--- config.mk ---
export PLATFORM = sky130hd
export DESIGN_NAME = sprite_row_renderer
export DESIGN_NICKNAME = d
export VERILOG_FILES = /design/src/rtl/sprite_pkg.sv /design/src/rtl/sprite_row_shifter.sv /design/src/rtl/sprite_row_renderer.sv
export SDC_FILE = /design/constraint.sdc
export NUM_CORES = 1
export LEC_CHECK = 0
export BUFFER_PORTS_ARGS = -buffer_cell sky130_fd_sc_hd__buf_2
export CORE_MARGIN = 2
export CORE_UTILIZATION = 51
export DETAILED_ROUTE_END_ITERATION = 8
export PLACE_DENSITY = 0.85
export SYNTH_ARGS = -nofsm -noshare
export SYNTH_HDL_FRONTEND = slang
export SYNTH_SLANG_ARGS = --single-unit
--- constraint.sdc ---
create_clock -name Clk -period 3.3 [get_ports Clk]
set_clock_uncertainty 0.2 [all_clocks]
set_input_delay 0.33 -clock Clk [delete_from_list [all_inputs] [get_ports Clk]]
set_output_delay 0.33 -clock Clk [all_outputs]
set_load 0.01 [all_outputs]
--- src/rtl/sprite_pkg.sv ---
// Shared types and sizes for the sprite row renderer.
// Latency: n/a (declarations only).
// Backpressure: n/a.
package sprite_pkg;

    typedef enum logic [0:0] {
        IDLE   = 1'b0,
        ACTIVE = 1'b1
    } sprite_state_t;

    localparam int SPRITE_W = 8;
    localparam int SPRITE_H = 16;
    localparam int CODE_W   = 4;

endpackage

--- src/rtl/sprite_row_shifter.sv ---
// Serializes one glyph row into pixel_on; optional bit reversal on load (SPRITE_MIRROR_EN).
// Latency: pixel_on updates on the clock edge of the load/shift/clear strobe.
// Backpressure: none; with no strobe asserted every register holds.
module sprite_row_shifter
    import sprite_pkg::*;
#(
    parameter int W = SPRITE_W
) (
    input  logic         clk,
    input  logic         reset,
    input  logic         load,
    input  logic         shift,
    input  logic         clear,
    input  logic [W-1:0] load_dat,
`ifdef SPRITE_MIRROR_EN
    input  logic         mirror,
`endif
    output logic         pixel_on,
    output logic         cnt_zero
);

    localparam int CNT_W = $clog2(W);

    logic [W-1:0]     shift_q, shift_d;
    logic [CNT_W-1:0] cnt_q, cnt_d;
    logic             pixel_on_q, pixel_on_d;
    logic [W-1:0]     load_bits;

    // Load a fresh row (MSB = leftmost pixel), walk it left one pixel per shift, or blank the output.
    always_comb begin
        load_bits = load_dat;
`ifdef SPRITE_MIRROR_EN
        if (mirror) begin
            for (int i = 0; i < W; i++) begin
                load_bits[i] = load_dat[W-1-i];
            end
        end
`endif
        shift_d    = shift_q;
        cnt_d      = cnt_q;
        pixel_on_d = pixel_on_q;
        if (load) begin
            shift_d    = load_bits;
            cnt_d      = CNT_W'(W - 1);
            pixel_on_d = load_bits[W-1];
        end else if (shift) begin
            shift_d    = shift_q << 1;
            cnt_d      = cnt_q - CNT_W'(1);
            pixel_on_d = shift_q[W-2];
        end else if (clear) begin
            pixel_on_d = 1'b0;
        end
    end

    // Shift register, remaining-pixel counter and registered pixel output.
    always_ff @(posedge clk) begin
        if (reset) begin
            shift_q    <= '0;
            cnt_q      <= '0;
            pixel_on_q <= 1'b0;
        end else begin
            shift_q    <= shift_d;
            cnt_q      <= cnt_d;
            pixel_on_q <= pixel_on_d;
        end
    end

    assign pixel_on = pixel_on_q;
    assign cnt_zero = (cnt_q == '0);

endmodule

--- src/rtl/sprite_row_renderer.sv ---
// Single-sprite row renderer: frame-latched position/code, glyph ROM addressing, per-pixel pixel_on (SPRITE_MIRROR_EN adds mirror).
// Latency: rom_addr combinational; pixel_on/busy valid one clock after the pix_en sample they describe.
// Backpressure: none; one pixel per pix_en, all pixel state holds while pix_en is low.
module sprite_row_renderer #(
    parameter int COORD_W  = 10,
    parameter int SPRITE_W = sprite_pkg::SPRITE_W,
    parameter int SPRITE_H = sprite_pkg::SPRITE_H
) (
    input  logic                                           Clk,
    input  logic                                           Reset,
    input  logic                                           pix_en,
    input  logic                                           frame_start,
    input  logic [COORD_W-1:0]                             DrawX,
    input  logic [COORD_W-1:0]                             DrawY,
    input  logic [COORD_W-1:0]                             sprite_x,
    input  logic [COORD_W-1:0]                             sprite_y,
    input  logic [sprite_pkg::CODE_W-1:0]                  sprite_code,
`ifdef SPRITE_MIRROR_EN
    input  logic                                           mirror,
`endif
    output logic [sprite_pkg::CODE_W+$clog2(SPRITE_H)-1:0] rom_addr,
    input  logic [SPRITE_W-1:0]                            rom_data,
    output logic                                           pixel_on,
    output logic                                           busy
);

    import sprite_pkg::*;

    localparam int ROW_W = $clog2(SPRITE_H);

    sprite_state_t     state_q, state_d;
    logic              busy_q, busy_d;
    logic [COORD_W-1:0] x_q, x_d, y_q, y_d;
    logic [CODE_W-1:0] code_q, code_d;
    logic [COORD_W-1:0] row;
    logic              hit;
    logic              load, shift, clear;
    logic              cnt_zero;

    // Shadow copies of the game-logic request, refreshed only at frame start so a frame never tears.
    always_comb begin
        x_d    = x_q;
        y_d    = y_q;
        code_d = code_q;
        if (frame_start) begin
            x_d    = sprite_x;
            y_d    = sprite_y;
            code_d = sprite_code;
        end
    end

    // Glyph row for the current scanline; the modular subtract gives top clipping for y near the wrap.
    always_comb begin
        row      = DrawY - y_q;
        hit      = (row < COORD_W'(SPRITE_H));
        rom_addr = {code_q, row[ROW_W-1:0]};
    end

    // Row FSM: wait for the left edge, then run exactly SPRITE_W samples unless the line wraps first.
    always_comb begin
        state_d = state_q;
        load    = 1'b0;
        shift   = 1'b0;
        clear   = 1'b0;
        if (pix_en) begin
            case (state_q)
                IDLE: begin
                    if (hit && (DrawX == x_q)) begin
                        load    = 1'b1;
                        state_d = ACTIVE;
                    end else begin
                        clear = 1'b1;
                    end
                end
                ACTIVE: begin
                    if ((DrawX == '0) || cnt_zero) begin
                        clear   = 1'b1;
                        state_d = IDLE;
                    end else begin
                        shift = 1'b1;
                    end
                end
                default: begin
                    clear   = 1'b1;
                    state_d = IDLE;
                end
            endcase
        end
        busy_d = (state_d == ACTIVE);
    end

    // State, busy flag and shadow registers.
    always_ff @(posedge Clk) begin
        if (Reset) begin
            state_q <= IDLE;
            busy_q  <= 1'b0;
            x_q     <= '0;
            y_q     <= '0;
            code_q  <= '0;
        end else begin
            state_q <= state_d;
            busy_q  <= busy_d;
            x_q     <= x_d;
            y_q     <= y_d;
            code_q  <= code_d;
        end
    end

`ifdef SPRITE_MIRROR_EN
    logic mirror_q, mirror_d;

    // Facing direction is latched with the rest of the frame state.
    always_comb begin
        mirror_d = frame_start ? mirror : mirror_q;
    end

    // Mirror shadow register.
    always_ff @(posedge Clk) begin
        if (Reset) begin
            mirror_q <= 1'b0;
        end else begin
            mirror_q <= mirror_d;
        end
    end
`endif

    sprite_row_shifter #(
        .W (SPRITE_W)
    ) u_shifter (
        .clk      (Clk),
        .reset    (Reset),
        .load     (load),
        .shift    (shift),
        .clear    (clear),
        .load_dat (rom_data),
`ifdef SPRITE_MIRROR_EN
        .mirror   (mirror_q),
`endif
        .pixel_on (pixel_on),
        .cnt_zero (cnt_zero)
    );

    assign busy = busy_q;

endmodule
## After elaboration in Yosys (flattened, before gate mapping)

Cells that the tools add are included.

- Register bits: 36
- Bits in latches: 0
- Bits in writable memories: 0
- Memory bits (read-only): 0
- Input bits: 56
- Memories: 0

- $add $sub $neg: 2
- Multipliers: 0
- Divide/modulo/power cells: 0
- Order comparisons: 1
- Equality and inequality tests: 1
- Shift operators: 0
- Multiplexer cells: 18
- Bitwise gates (word level): 1
- Reductions and logical operators: 6

Operators with widths:

| operator | count |
|---|---|
| two-way mux 7 bit | 2 |
| two-way mux 1 bit | 12 |
| == test 10 bit | 1 |
| logical NOT 10 bit | 1 |
| less-than comparator 10 x 5 -> 1 bit, second input constant | 1 |
| subtractor 10 bit | 1 |
| two-way mux 3 bit | 2 |
| case mux 1 bit (2 select lines) | 2 |
| logical NOT 3 bit | 1 |
| nonzero test 3 bit | 1 |
| subtractor 3 x 1 -> 3 bit, second input constant | 1 |
| nonzero test 2 bit | 1 |
| logical AND 1 bit | 1 |
| logical OR 1 bit | 1 |
| NOT 1 bit | 1 |

## Depth between registers and ports, before layout

- Depth after elaboration: 9
- Depth in mapped cells: 12

## Cells and area by module

Synthesis repeated with hierarchy kept, for this count alone.

- Cell total of the unflattened synthesis: 231
- Area total of the unflattened synthesis: 2102.0 um^2

Modules (own cells, without submodules):

| module | times used | cells an instance | area each (um^2) | sequential area each (um^2) |
|---|---|---|---|---|
| sprite_row_renderer | 1 | 178 | 1572.8 | 500.5 |
| sprite_row_shifter | 1 | 53 | 529.3 | 220.2 |

## Least setup slack after synthesis

OpenSTA, ideal clock, no wires.

- Path kind: input -> register
- From: in DrawY[0]
- To: reg u_shifter.shift_q[3]
- Library setup time: 0.121 ns
- Arrival: 2.507 ns
- Slack: 0.472 ns
- Stages: 12
- Path buffers: 1
- Cell sequence: inv_1 > ha_1 > inv_1 > fa_1 > a21o_1 > a21o_1 > a2111oi_2 > a21oi_1 > xnor2_1 > nand4_2 > buf_6 > mux2_4

- Cells in the longest elaborated chain, start to end: 7
- Elaborated cells on any way between the ends: 8

Ends and longest elaborated chain:

| item | line | text |
|---|---|---|
| start, declared | sprite_row_renderer.sv:14 | `input logic [COORD_W-1:0] DrawY,` |
| subtractor 10 bit * | sprite_row_renderer.sv:54 | `row = DrawY - y_q;` |
| less-than comparator 10 x 5 -> 1 bit * | sprite_row_renderer.sv:55 | `hit = (row < COORD_W'(SPRITE_H));` |
| logical AND 1 bit * | sprite_row_renderer.sv:68 | `if (hit && (DrawX == x_q)) begin` |
| two-way mux 1 bit * | sprite_row_renderer.sv:68 |  |
| two-way mux 1 bit * | sprite_row_renderer.sv:66 | `case (state_q)` |
| two-way mux 1 bit * | sprite_row_renderer.sv:65 | `if (pix_en) begin` |
| two-way mux 7 bit / nonzero test 2 bit (equally long branches) | n/a |  |
| end signal, assigned | sprite_row_shifter.sv:62 | `shift_q <= shift_d;` |
| end, declared | sprite_row_shifter.sv:24 | `logic [W-1:0] shift_q, shift_d;` |

Every way passes the cells marked *; elsewhere a longest branch is shown, timed or not.
A chain may end at the register's enable or synchronous reset.

## Final worst setup path

- From: reg y_q[0]
- To: reg u_shifter.shift_q[0]

- Cells in the longest elaborated chain, start to end: 7
- Elaborated cells on any way between the ends: 8

Ends and longest elaborated chain:

| item | line | text |
|---|---|---|
| start, declared | sprite_row_renderer.sv:33 | `logic [COORD_W-1:0] x_q, x_d, y_q, y_d;` |
| start signal, assigned | sprite_row_renderer.sv:104 | `y_q <= y_d;` |
| subtractor 10 bit * | sprite_row_renderer.sv:54 |  |
| less-than comparator 10 x 5 -> 1 bit * | sprite_row_renderer.sv:55 |  |
| logical AND 1 bit * | sprite_row_renderer.sv:68 |  |
| two-way mux 1 bit * | sprite_row_renderer.sv:68 |  |
| two-way mux 1 bit * | sprite_row_renderer.sv:66 |  |
| two-way mux 1 bit * | sprite_row_renderer.sv:65 |  |
| two-way mux 7 bit / nonzero test 2 bit (equally long branches) | n/a |  |

Marked as above.

==> results.yml <==
outcome:
  status: "completed"
detailed_routing:
  vias_per_cell: 5.04
  wire_per_inst_um: 13.0
  antenna_left: 0
  drc: 0
  vias: 1689
  routed_wl_um: 4370
  drt_iter0_drc: 54
  dr.pass1.iters: 4
pwr:
  leakage_nw: 1.20
  combPwrFrac_pct: 21.6
  seqPwrFrac_pct: 48.2
  switchingPower_uw: 264
  p_clk_share_pct: 30.2
  swShare_pct: 27.5
  powerDensity_mw_per_mm2: 383
  p_int_uw: 696
  peakVddDrop_uv: 251
clocking:
  cts_tree: "done"
  cts.clk_slew.worst_paths_ps: 70
  clk_latency_ps: 290
  ctsHoldBuffers: 0
  cts.sinks: 36
  htreeDepth: 2
  ctsResizeCount: 0
  root_buffer: "clkbuf_8"
  cts_made_buffers: 5
  clock_path_buffers: 2
  cts_setup_buffers: 0
global_route:
  antenna_found_initial: 0
  grt_pass1_vias: 1620
  grt_use_total_pct: 19.9
  grt_pass1_wl_um: 6930
  grt_max_degree: 45
  grt_overflow: 0
yosys:
  synth_compound_area_share_pct: 10.7
  synthCells: 222
  synth-simple-area-share_pct: 15.4
  synthAdderAreaFrac_pct: 7.53
  synth_xor_area_share_pct: 7.11
  ys_types: 41
  async_flop_share_pct: 0
  syn_nets: 290
  synth_edf_count: 0
  ys_warn_count: 0
  ys_seq_elements: 36
  syn_area_sq_mm: 0.00209
  synthMuxAreaShare_pct: 18.8
  synthFlopType: "dfxtp_1"
  synth_top_family_by_area: "multiplexers"
  avgSynthCellArea_sq_um: 9.43
  yosysSeqAreaShare_pct: 34.4
worst_setup_path:
  cp.required_ps: 3270
  rrSetupSlack_ps: 250
  crit_end: "u_shifter.shift_q[0]"
  end_kind: "flop"
  cp-start-kind: "flop"
  startpoint: "y_q[0]"
  arrival_ps: 3020
  crit_fanout: 8
  r2r_start: "y_q[0]"
  worst_r2r_endpoint: "u_shifter.shift_q[0]"
  path_class: "reg2reg"
  rr_worst_depth: 11
placement:
  post-place-ws_ps: 129
  place_area_sq_mm: 0.00242
  place_congestion: 0.839
  hpwl_um: 3400
  port_buffers: 65
finish:
  mostFrequentLayoutCell: "buf_2"
  final_util_pct: 63.0
  stdcell_area_sq_mm: 0.00250
  drive_gt1_share_pct: 31.2
  syn2layout_area_growth_pct: 19.5
  most-common-layout-cells: "65 x buf_2, 36 x dfxtp_1, 35 x nor2_1"
  fin_nets: 353
  antenna_cells: 0
floorplanning:
  die_x_um: 68.1
  dieArea_sq_mm: 0.00463
  num_rows: 23
  io-pin-count: 66
  initial_core_util_pct: 52.7
  core_area_sq_mm: 0.00397
  die_h_um: 68.1
timing:
  slew_viol_final: 0
  relSlewSlack_pct: 33.6
  setup_viol: 0
  rsz0062_at_grt: "no"
  tns_ps: 0
  worst_slack_ps: 249
  finalHoldViolations: 0
  tightest_slew_ps: 990
  fin_crit_sh_pct: 92.5
  fmax_mhz: 328
  min_period_ps: 3050
job:
  cap_violations: 0
min_path:
  hp-class: "in2reg"
## power by group through the flow
| stage | Combinational (mW) | Clock, mW | Sequential [mW] |
|---|---|---|---|
| after detailed placement | 0.207 | 0 | 0.472 |
| after floorplan | 0.139 | 0 | 0.471 |
| after global placement | 0.199 | 0 | 0.471 |
| final | 0.207 | 0.290 | 0.462 |
| after global routing | 0.230 | 0.312 | 0.464 |
| after CTS | 0.208 | 0.300 | 0.462 |
## per-stage QoR
stage / hold slack, ps / total power [mW] / std cells
after floorplan: 260 / 0.610 / 222
after global placement: 270 / 0.670 / 328
after detailed placement: 277 / 0.678 / 328
after CTS: 73.8 / 0.970 / 335
after global routing: 84.7 / 1.01 / 335
final: 77.8 / 0.960 / 335
## synthesized netlist by cell type (all sizes together), types with 3 or more instances
cell	n	area share (%)
dfxtp	36	34
nor2	35	6.3
mux2i	31	15
inv	17	3.0
ha	11	6.6
xor2	10	4.2
a21oi	8	2.1
nand2	7	1.3
o21ai	7	1.9
xnor2	7	2.9
buf	6	2.3
mux2	6	3.9
a21o	5	2.2
and2b	4	1.4
clkbuf	4	0.72
nor2b	4	1.3
a2111oi	3	1.9
nand2b	3	0.90
nand4	3	1.2
## area by class of cell
cell class                      instances  area [sq um]
Clock buffer                            6          72.6
Clock inverter                          1          5.00
Fill cell                             344          1470
Inverter                               17          63.8
Multi-Input combinational cell        159          1240
Sequential cell                        36           721
Tap cell                               50          62.6
Timing Repair Buffer                   66           333
## worst min path at each step
stage | from | end | slack (ps) | cells past startpoint
2_1_floorplan | y_q[1] | y_q[1] | 260 | 2
3_3_place_gp | code_q[2] | code_q[2] | 270 | 2
3_5_place_dp | code_q[1] | code_q[1] | 280 | 2
4_1_cts | sprite_code[0] | code_q[0] | 70 | 3
5_1_grt | sprite_y[0] | y_q[0] | 80 | 3
6_report | sprite_y[5] | y_q[5] | 80 | 3
## routing by layer
layer	track usage [%]	part of all wire (%)	wire length (um)	vias to the layer above
met4	8.00	1.7	74	0
met2	34.5	49	2130	47
li1	-	-	-	878
met1	22.9	44	1940	757
met3	5.59	5.3	230	7
met5	0	0	0	-
## registers in the layout (all words and copies together), names as in the netlist
name / flops
u_shifter.shift_q: 7
code_q: 4
y_q: 10
u_shifter.cnt_q: 3
u_shifter.pixel_on: 1
x_q: 10
busy: 1
## cells by family after synthesis
kind of cell / Yosys count
mux: 37
flops: 36
xor+xnor: 17
buf+inv: 27
compound gates: 30
fa+ha+maj: 12
simple gates: 63
## critical path: stages, from the launching register on
cell and delay, ps:
dfxtp_1 330, ha_1 180, inv_1 60, fa_1 410
a21o_1 190, a21o_1 200, a2111oi_2 370, a21oi_1 90
xnor2_1 200, nand4_2 300, buf_4 270, mux2i_1 120
Note: power is estimated with default switching activity, not from simulation.
